===== src/rtl/signed_min_max_tracker_pkg.sv =====
// Shared types and defaults for the signed min/max tracker.
package min_max_pkg;

  localparam int N_DEF       = 32;
  localparam int COUNT_W_DEF = 16;

  typedef enum logic [1:0] {
    IDLE  = 2'd0,  // no frame open
    ACCUM = 2'd1,  // frame open, folding samples into min/max
    HOLD  = 2'd2   // result presented, waiting for out_ready
  } state_e;

endpackage


===== src/rtl/signed_min_max_tracker_if.sv =====
// Sample stream in, result handshake out.
interface signed_min_max_tracker_if
  import min_max_pkg::*;
#(
  parameter int N       = N_DEF,
  parameter int COUNT_W = COUNT_W_DEF
) ();

  logic [N-1:0]       in_data;
  logic               in_valid;
  logic               in_last;
  logic               in_ready;
  logic [N-1:0]       out_min;
  logic [N-1:0]       out_max;
  logic [COUNT_W-1:0] out_count;
  logic               out_valid;
  logic               out_ready;

  // Sample source / result sink side
  modport master (
    output in_data, in_valid, in_last, out_ready,
    input  in_ready, out_min, out_max, out_count, out_valid
  );

  // Tracker side
  modport slave (
    input  in_data, in_valid, in_last, out_ready,
    output in_ready, out_min, out_max, out_count, out_valid
  );

endinterface


===== src/rtl/signed_min_max_tracker_comparator_lt.sv =====
// Signed two's-complement strict less-than: o_lt = (a < b).
module comparator_lt #(
  parameter int N = 32
) (
  input  logic [N-1:0] i_a,
  input  logic [N-1:0] i_b,
  output logic         o_lt
);

  // Signed compare so 0x80000000 orders below 0x7FFFFFFF
  always_comb o_lt = $signed(i_a) < $signed(i_b);

endmodule


===== src/rtl/signed_min_max_tracker.sv =====
// Tracks running signed min/max and a saturating sample count over a frame,
// then holds {min, max, count} on a result handshake until taken.
module signed_min_max_tracker
  import min_max_pkg::*;
#(
  parameter int N       = N_DEF,
  parameter int COUNT_W = COUNT_W_DEF
) (
  input  logic                     clk,
  input  logic                     rst_n,
  signed_min_max_tracker_if.slave  bus
);

  state_e             r_state;
  state_e             w_next;
  logic [N-1:0]       r_min;
  logic [N-1:0]       r_max;
  logic [COUNT_W-1:0] r_count;
  logic               w_in_ready;
  logic               w_accept;
  logic               w_lt_min;
  logic               w_lt_max;

  // in_data < min -> new minimum
  comparator_lt #(.N(N)) LT_MIN (
    .i_a  (bus.in_data),
    .i_b  (r_min),
    .o_lt (w_lt_min)
  );

  // max < in_data -> new maximum
  comparator_lt #(.N(N)) LT_MAX (
    .i_a  (r_max),
    .i_b  (bus.in_data),
    .o_lt (w_lt_max)
  );

  // Ready depends on state only; HOLD blocks input so a sample can never
  // coincide with the result handshake.
  assign w_in_ready    = (r_state == IDLE) || (r_state == ACCUM);
  assign w_accept      = bus.in_valid & w_in_ready;
  assign bus.in_ready  = w_in_ready;
  assign bus.out_valid = (r_state == HOLD);
  assign bus.out_min   = r_min;
  assign bus.out_max   = r_max;
  assign bus.out_count = r_count;

  // Next-state: open frame on first sample, close on last, release on out_ready
  always_comb begin
    w_next = r_state;
    case (r_state)
      IDLE:    if (w_accept) w_next = bus.in_last ? HOLD : ACCUM;
      ACCUM:   if (w_accept && bus.in_last) w_next = HOLD;
      HOLD:    if (bus.out_ready) w_next = IDLE;
      default: w_next = IDLE;
    endcase
  end

  // State and result registers; first sample seeds min/max, later ones fold in
  always_ff @(posedge clk or negedge rst_n) begin
    if (!rst_n) begin
      r_state <= IDLE;
      r_min   <= '0;
      r_max   <= '0;
      r_count <= '0;
    end else begin
      r_state <= w_next;
      if (w_accept) begin
        if (r_state == IDLE) begin
          r_min   <= bus.in_data;
          r_max   <= bus.in_data;
          r_count <= COUNT_W'(1);
        end else begin
          if (w_lt_min) r_min <= bus.in_data;
          if (w_lt_max) r_max <= bus.in_data;
          if (r_count != '1) r_count <= r_count + COUNT_W'(1);
        end
      end
    end
  end

endmodule


===== src/flat_wrapper.sv =====
// flat-port wrapper written by rule: the top's interface ports become plain ports
module signed_min_max_tracker_flat import min_max_pkg::*;
#(
  parameter int N       = N_DEF,
  parameter int COUNT_W = COUNT_W_DEF
)
  (clk, rst_n, bus_in_data, bus_in_valid, bus_in_last, bus_out_ready, bus_in_ready, bus_out_min, bus_out_max, bus_out_count, bus_out_valid);
  signed_min_max_tracker_if #(.N(N), .COUNT_W(COUNT_W)) bus_i ();
  input  logic clk;
  input  logic rst_n;
  input wire logic [$bits(bus_i.in_data)-1:0] bus_in_data;
  input wire logic [$bits(bus_i.in_valid)-1:0] bus_in_valid;
  input wire logic [$bits(bus_i.in_last)-1:0] bus_in_last;
  input wire logic [$bits(bus_i.out_ready)-1:0] bus_out_ready;
  output wire logic [$bits(bus_i.in_ready)-1:0] bus_in_ready;
  output wire logic [$bits(bus_i.out_min)-1:0] bus_out_min;
  output wire logic [$bits(bus_i.out_max)-1:0] bus_out_max;
  output wire logic [$bits(bus_i.out_count)-1:0] bus_out_count;
  output wire logic [$bits(bus_i.out_valid)-1:0] bus_out_valid;
  assign bus_i.in_data = bus_in_data;
  assign bus_i.in_valid = bus_in_valid;
  assign bus_i.in_last = bus_in_last;
  assign bus_i.out_ready = bus_out_ready;
  assign bus_in_ready = bus_i.in_ready;
  assign bus_out_min = bus_i.out_min;
  assign bus_out_max = bus_i.out_max;
  assign bus_out_count = bus_i.out_count;
  assign bus_out_valid = bus_i.out_valid;
  signed_min_max_tracker #(.N(N), .COUNT_W(COUNT_W)) u_core (.clk(clk), .rst_n(rst_n), .bus(bus_i));
endmodule

===== config.mk =====
export PLATFORM = sky130hd
export DESIGN_NAME = signed_min_max_tracker_flat
export DESIGN_NICKNAME = d
export VERILOG_FILES = /design/src/rtl/signed_min_max_tracker_pkg.sv /design/src/rtl/signed_min_max_tracker_if.sv /design/src/rtl/signed_min_max_tracker_comparator_lt.sv /design/src/rtl/signed_min_max_tracker.sv /design/src/flat_wrapper.sv
export SDC_FILE = /design/constraint.sdc
export NUM_CORES = 1
export LEC_CHECK = 0
export BUFFER_PORTS_ARGS = -buffer_cell sky130_fd_sc_hd__buf_2
export CAP_MARGIN = 25
export CORE_MARGIN = 10
export CORE_UTILIZATION = 50
export DETAILED_ROUTE_END_ITERATION = 6
export GPL_TIMING_DRIVEN = 0
export PLACE_DENSITY = 0.75
export SLEW_MARGIN = 20
export SYNTH_ARGS = -nofsm -noshare
export SYNTH_HDL_FRONTEND = slang
export SYNTH_SLANG_ARGS = --single-unit

===== constraint.sdc =====
create_clock -name clk -period 4.4 [get_ports clk]
set_clock_uncertainty 0.2 [all_clocks]
set_input_delay 0.44 -clock clk [delete_from_list [all_inputs] [get_ports clk]]
set_output_delay 0.44 -clock clk [all_outputs]
set_load 0.03 [all_outputs]

# Word level (Yosys, flattened, before mapping)

Cells that the tools add are included.

Register bits after elaboration: 82
Input port bits: 37

Add/subtract/negate cells: 1
Magnitude comparators: 2
Equality and inequality tests: 6
Multiplexer cells: 11
Bitwise logic cells: 1
Reduce and logical (&&, ||, !) cells: 10

Operators by type and width:

| cell                                                                  | count |
|---|---|
| 32-bit two-way mux                                                    | 4 |
| 32-bit less-than comparator                                           | 2 |
| 16-bit two-way mux                                                    | 2 |
| 16-bit by 1-bit adder with 16-bit output, second input constant       | 1 |
| 16-bit != test, second input constant                                 | 1 |
| 2-bit two-way mux                                                     | 4 |
| 2-bit case mux with 3 select lines                                    | 1 |
| 2-bit AND reduction                                                   | 3 |
| 2-bit nonzero test                                                    | 3 |
| 2-bit != test, second input constant                                  | 2 |
| 3-bit AND reduction                                                   | 1 |
| 2-bit by 1-bit equality test with 1-bit output, second input constant | 1 |
| 2-bit equality test, second input constant                            | 1 |
| 2-bit zero test                                                       | 1 |
| 2-bit by 1-bit != test with 1-bit output, second input constant       | 1 |
| 1-bit bitwise AND                                                     | 1 |
| 1-bit logical AND                                                     | 1 |
| 1-bit logical OR                                                      | 1 |

# Depth between registers and ports, before layout

Depth in word-level cells: 6
Mapped depth: 10
Mapped depth without buffers: 9

# Modules after synthesis

From an unflattened synthesis, not the netlist that was laid out.

Cells, all modules: 469
Area total of the unflattened synthesis: 5,058.6 µm²

By module, submodules not included:

| module                 | times used | cells an instance | area each (µm²) | seq. area each (µm²) |
|---|---|---|---|---|
| signed_min_max_tracker | 1          | 253               | 3,479.6         | 2,052.0 |
| comparator_lt          | 2          | 108               | 789.5           | 0.0 |

# Worst setup path after synthesis

Ideal clock, no wire load.

Kind: register to register
Start point: register u_core.r_max[14], in the netlist u_core.bus.out_max[14]
End point: register u_core.r_max[10], in the netlist u_core.bus.out_max[10]
Setup time: 0.125 ns
Arrival: 2.739 ns
Data required time: 4.075 ns
Slack: 1.336 ns
Cell stages (with the launch flop): 10
Path buffers: 1
Period minus slack after synthesis: 3.064 ns
Path through: dfrtp_1 > ha_1 > a21oi_2 > nand2_1 > a221oi_2 > o22ai_1 > or4_1 > mux2_4 > buf_12 > mux2_4

Longest elaborated chain between the ends: 3

Ends and longest elaborated chain:

| element                              | RTL line                                   | RTL |
|---|---|---|
| from (decl)                          | signed_min_max_tracker.sv:17               | `logic [N-1:0] r_max;` |
| from (signal assigned)               | signed_min_max_tracker.sv:71               | `r_max <= bus.in_data;` |
| from (signal assigned)               | signed_min_max_tracker.sv:75               | `if (w_lt_max) r_max <= bus.in_data;` |
| 32-bit less-than comparator          | signed_min_max_tracker_comparator_lt.sv:11 | `always_comb o_lt = $signed(i_a) < $signed(i_b);` |
| 2-bit nonzero test (no source line)  | --                                         |  |
| 2-bit AND reduction (no source line) | --                                         |  |

No other way between the ends.
A chain may end at the register's enable or synchronous reset.

# Final worst setup path

Start point: register u_core.r_max[30], in the netlist u_core.bus.out_max[30]
End point: register u_core.r_max[19], in the netlist u_core.bus.out_max[19]

The elaborated chain is that of the path after synthesis.

==> flow_summary.yaml <==
sta:
  drv_slew: 0
  max_slew_margin: 0.447
  hold_viol: 0
  rsz0062_at_grt: "no"
  setup_viol: 0
  period_minus_slack_ns: 3.29
  tightestPinTransition_ns: 0.822
  fmax_ghz: 0.304
  setup_tns_ns: 0
  fin_crit_sh: 0.747
die:
  die_height_um: 120
  dieArea_um2: 14300
  fp.dieW_um: 120
  coreArea_um2: 9730
  ios: 119
  initial_core_util: 0.509
  rows: 36
synthesis:
  avgSynthCellArea_um2: 10.9
  yosysWarnings: 0
  synth_edf_count: 0
  synth_cells: 455
  synth_ff_type: "dfrtp_1"
  syn_nets: 555
  syn_area_um2: 4950
  async_flop_share: 1.00
  yosys.cell_types.count: 37
  yosysSeqAreaShare: 0.414
  ys_seq_elements: 82
hold_path:
  holdPathEnd: "u_core.r_state[1]$_DFFE_PN0P_"
  hold_class: "in -> reg"
  min_path_cells: 2
  holdCritStartpoint: "bus_out_ready"
power_and_ir_drop:
  power_w: 0.00463
  peakVddDrop_v: 0.000431
  leakage_nw: 3.21
  p_per_area_nw_per_um2: 773
global_routing:
  grt_first_pass_wirelength_um: 20500
  first_global_vias: 4206
  antenna_found_initial: 0
  track_usage: 0.175
  grt_overflow: 0
  grt_max_degree: 45
final_layout:
  nets: 686
  final_cell_mix: "120 x buf_2, 82 x dfrtp_1, 72 x inv_1, 63 x ha_1, 32 x mux2i_1"
  final_area_um2: 5990
  drive_gt1_frac: 0.305
  synthToLayoutAreaGrowth_pct: 21.0
  diodes: 0
  layout_commonest_cell: "buf_2"
worst_setup_path:
  path_max_fanout: 10
  rrSetupSlack_ns: 1.11
  cp_data_arrival_time_ns: 3.35
  reg2reg_depth: 9
  criticalPathCategory: "reg -> reg"
  slowest_stage: "nor4_1"
  end_kind: "flip-flop"
  critPathMaxStageDelay_ns: 0.45
  path_cells: "ha_1 -> nand4_1 -> nor4_1 -> nand2_1 -> o41ai_1 -> or4_1 -> mux2_4 -> buf_12 -> mux2_4"
  worstPathRequired_ns: 4.46
  startpoint_type: "flip-flop"
  r2r-end: "u_core.bus.out_max[19]$_DFFE_PN0P_"
  timing.rr.start: "u_core.bus.out_max[30]$_DFFE_PN0P_"
  cp_common_cell: "mux2_4"
run:
  maxCapViolations: 0
routing:
  via_per_inst: 5.30
  dr_wl_met3_um: 831
  finalWirelength_um: 12500
  first_iter_violations: 259
  met1_length_um: 5610
  via_count: 3836
  wl_met2_um: 5860
  antenna_left: 0
  firstDrtPassIters: 4
  wl_per_cell_um: 17.3
  drc: 0
  top_layer_used: "met4"
place:
  dp_hpwl_um: 9990
  portBuffers: 118
  place_area_um2: 5730
  finalWeightedCongestion: 0.873
cts:
  ctsRootBufferMaster: "clkbuf_8"
  insertion_delay_ns: 0.38
  cts_setup_buffers: 0
  cts_made_buffers: 9
  clockBufferDepth: 2
  cts_max_level: 3
  cts_tree: "done"
  cts_sinks: 82
  clk_pin_slew_ns: 0.08
run_status:
  status: "finished, final reports clean"
==> worst max-delay path by stage <==
stage          depth (start not counted)  slack [ns]                            endpoint                          startpoint
3_3_place_gp                          11        1.00  u_core.bus.out_max[19]$_DFFE_PN0P_                     bus_in_data[30]
6_report                               9        1.11  u_core.bus.out_max[19]$_DFFE_PN0P_  u_core.bus.out_max[30]$_DFFE_PN0P_
4_1_cts                                9        1.08  u_core.bus.out_min[16]$_DFFE_PN0P_  u_core.bus.out_min[11]$_DFFE_PN0P_
2_1_floorplan                          9        1.34  u_core.bus.out_max[10]$_DFFE_PN0P_  u_core.bus.out_max[14]$_DFFE_PN0P_
3_5_place_dp                           9        0.95  u_core.bus.out_min[19]$_DFFE_PN0P_                     bus_in_data[11]
5_1_grt                                9        0.84  u_core.bus.out_max[29]$_DFFE_PN0P_  u_core.bus.out_max[31]$_DFFE_PN0P_
==> repair_timing <==
item | CTS | global route
hold buffers | 1 | 0
resized for setup | 0 | 0
endpoints found under the hold margin | 38 | 0
==> worst max-delay path: cells and delay by family, from the launching register on <==
kind | cells | cell delay [ns]
AO/OA/AOI/OAI | 1 | 0.39
adder cells (fa/ha/maj) | 1 | 0.34
buffers and inverters | 1 | 0.17
flip-flops | 1 | 0.42
multiplexers | 2 | 0.67
AND/OR/NAND/NOR | 4 | 0.98
==> kinds of logic (layout without fill, tap and decap cells) <==
family	Yosys count	count (layout)	synth area share
AOI/OAI and AO/OA	63	63	0.0801
muxes	67	67	0.168
buffers and inverters	80	216	0.0712
and+or+nand+nor	89	89	0.0882
adders and majority gates	63	63	0.159
xor gates and xnor gates	11	11	0.0195
DFF	82	82	0.414
==> layer usage <==
metal	vias up	global-route usage
met3	16	0.0492
met1	1863	0.215
li1	1854	-
met2	103	0.281
met4	0	0.0777
met5	-	0
==> metrics by stage <==
stage | hold slack [ns] | worst slack, ns | utilization | cells
final | 0.0569 | 1.11 | 0.616 | 724
after global routing | 0.0627 | 0.842 | 0.616 | 724
after CTS | 0.0514 | 1.08 | 0.616 | 724
after detailed placement | 0.255 | 0.955 | 0.589 | 707
after global placement | 0.327 | 1.00 | 0.587 | 706
after floorplan | -0.0556 | 1.34 | - | 455
==> where the power goes <==
group | internal, W | total, W | switching (W)
Sequential | 0.00108 | 0.00133 | 0.000256
Combinational | 0.00102 | 0.00260 | 0.00158
Clock | 0.000406 | 0.000699 | 0.000293
==> final cells by class <==
type                            count  area, µm²
Clock inverter                      5        100
Buffer                              8       82.6
Fill cell                         845       3730
Clock buffer                       11        151
Timing Repair Buffer              120        623
Tap cell                          133        166
Multi-Input combinational cell    293       2550
Inverter                           72        270
Sequential cell                    82       2050
==> registers in the layout (all words and copies together) (netlist names) <==
| signal | count |
|---|---|
| u_core.bus.out_count | 16 |
| u_core.bus.out_max | 32 |
| u_core.bus.out_min | 32 |
| u_core.r_state | 2 |
==> cells in the mapped netlist, types with 3 or more instances <==
cell      count  area (µm²)
o21ai_0      13        65.1
a221oi_1      4        35.0
mux2i_1      32         320
a21oi_1      25         125
buf_12        3        60.1
xnor2_1       3        26.3
nor4_1        3        18.8
ha_1         63         788
nand2b_1      3        18.8
nand3_1      14        70.1
a211o_1       3        26.3
nor2_1       22        82.6
xor2_1        8        70.1
dfrtp_1      82        2050
nor3_1        4        20.0
buf_2         3        15.0
nand4_1      14        87.6
inv_1        72         270
mux2_4       31         465
mux2_2        4        45.0
a31oi_1       4        25.0
nand2_1      21        78.8
Power figures use the tool's default switching activity.
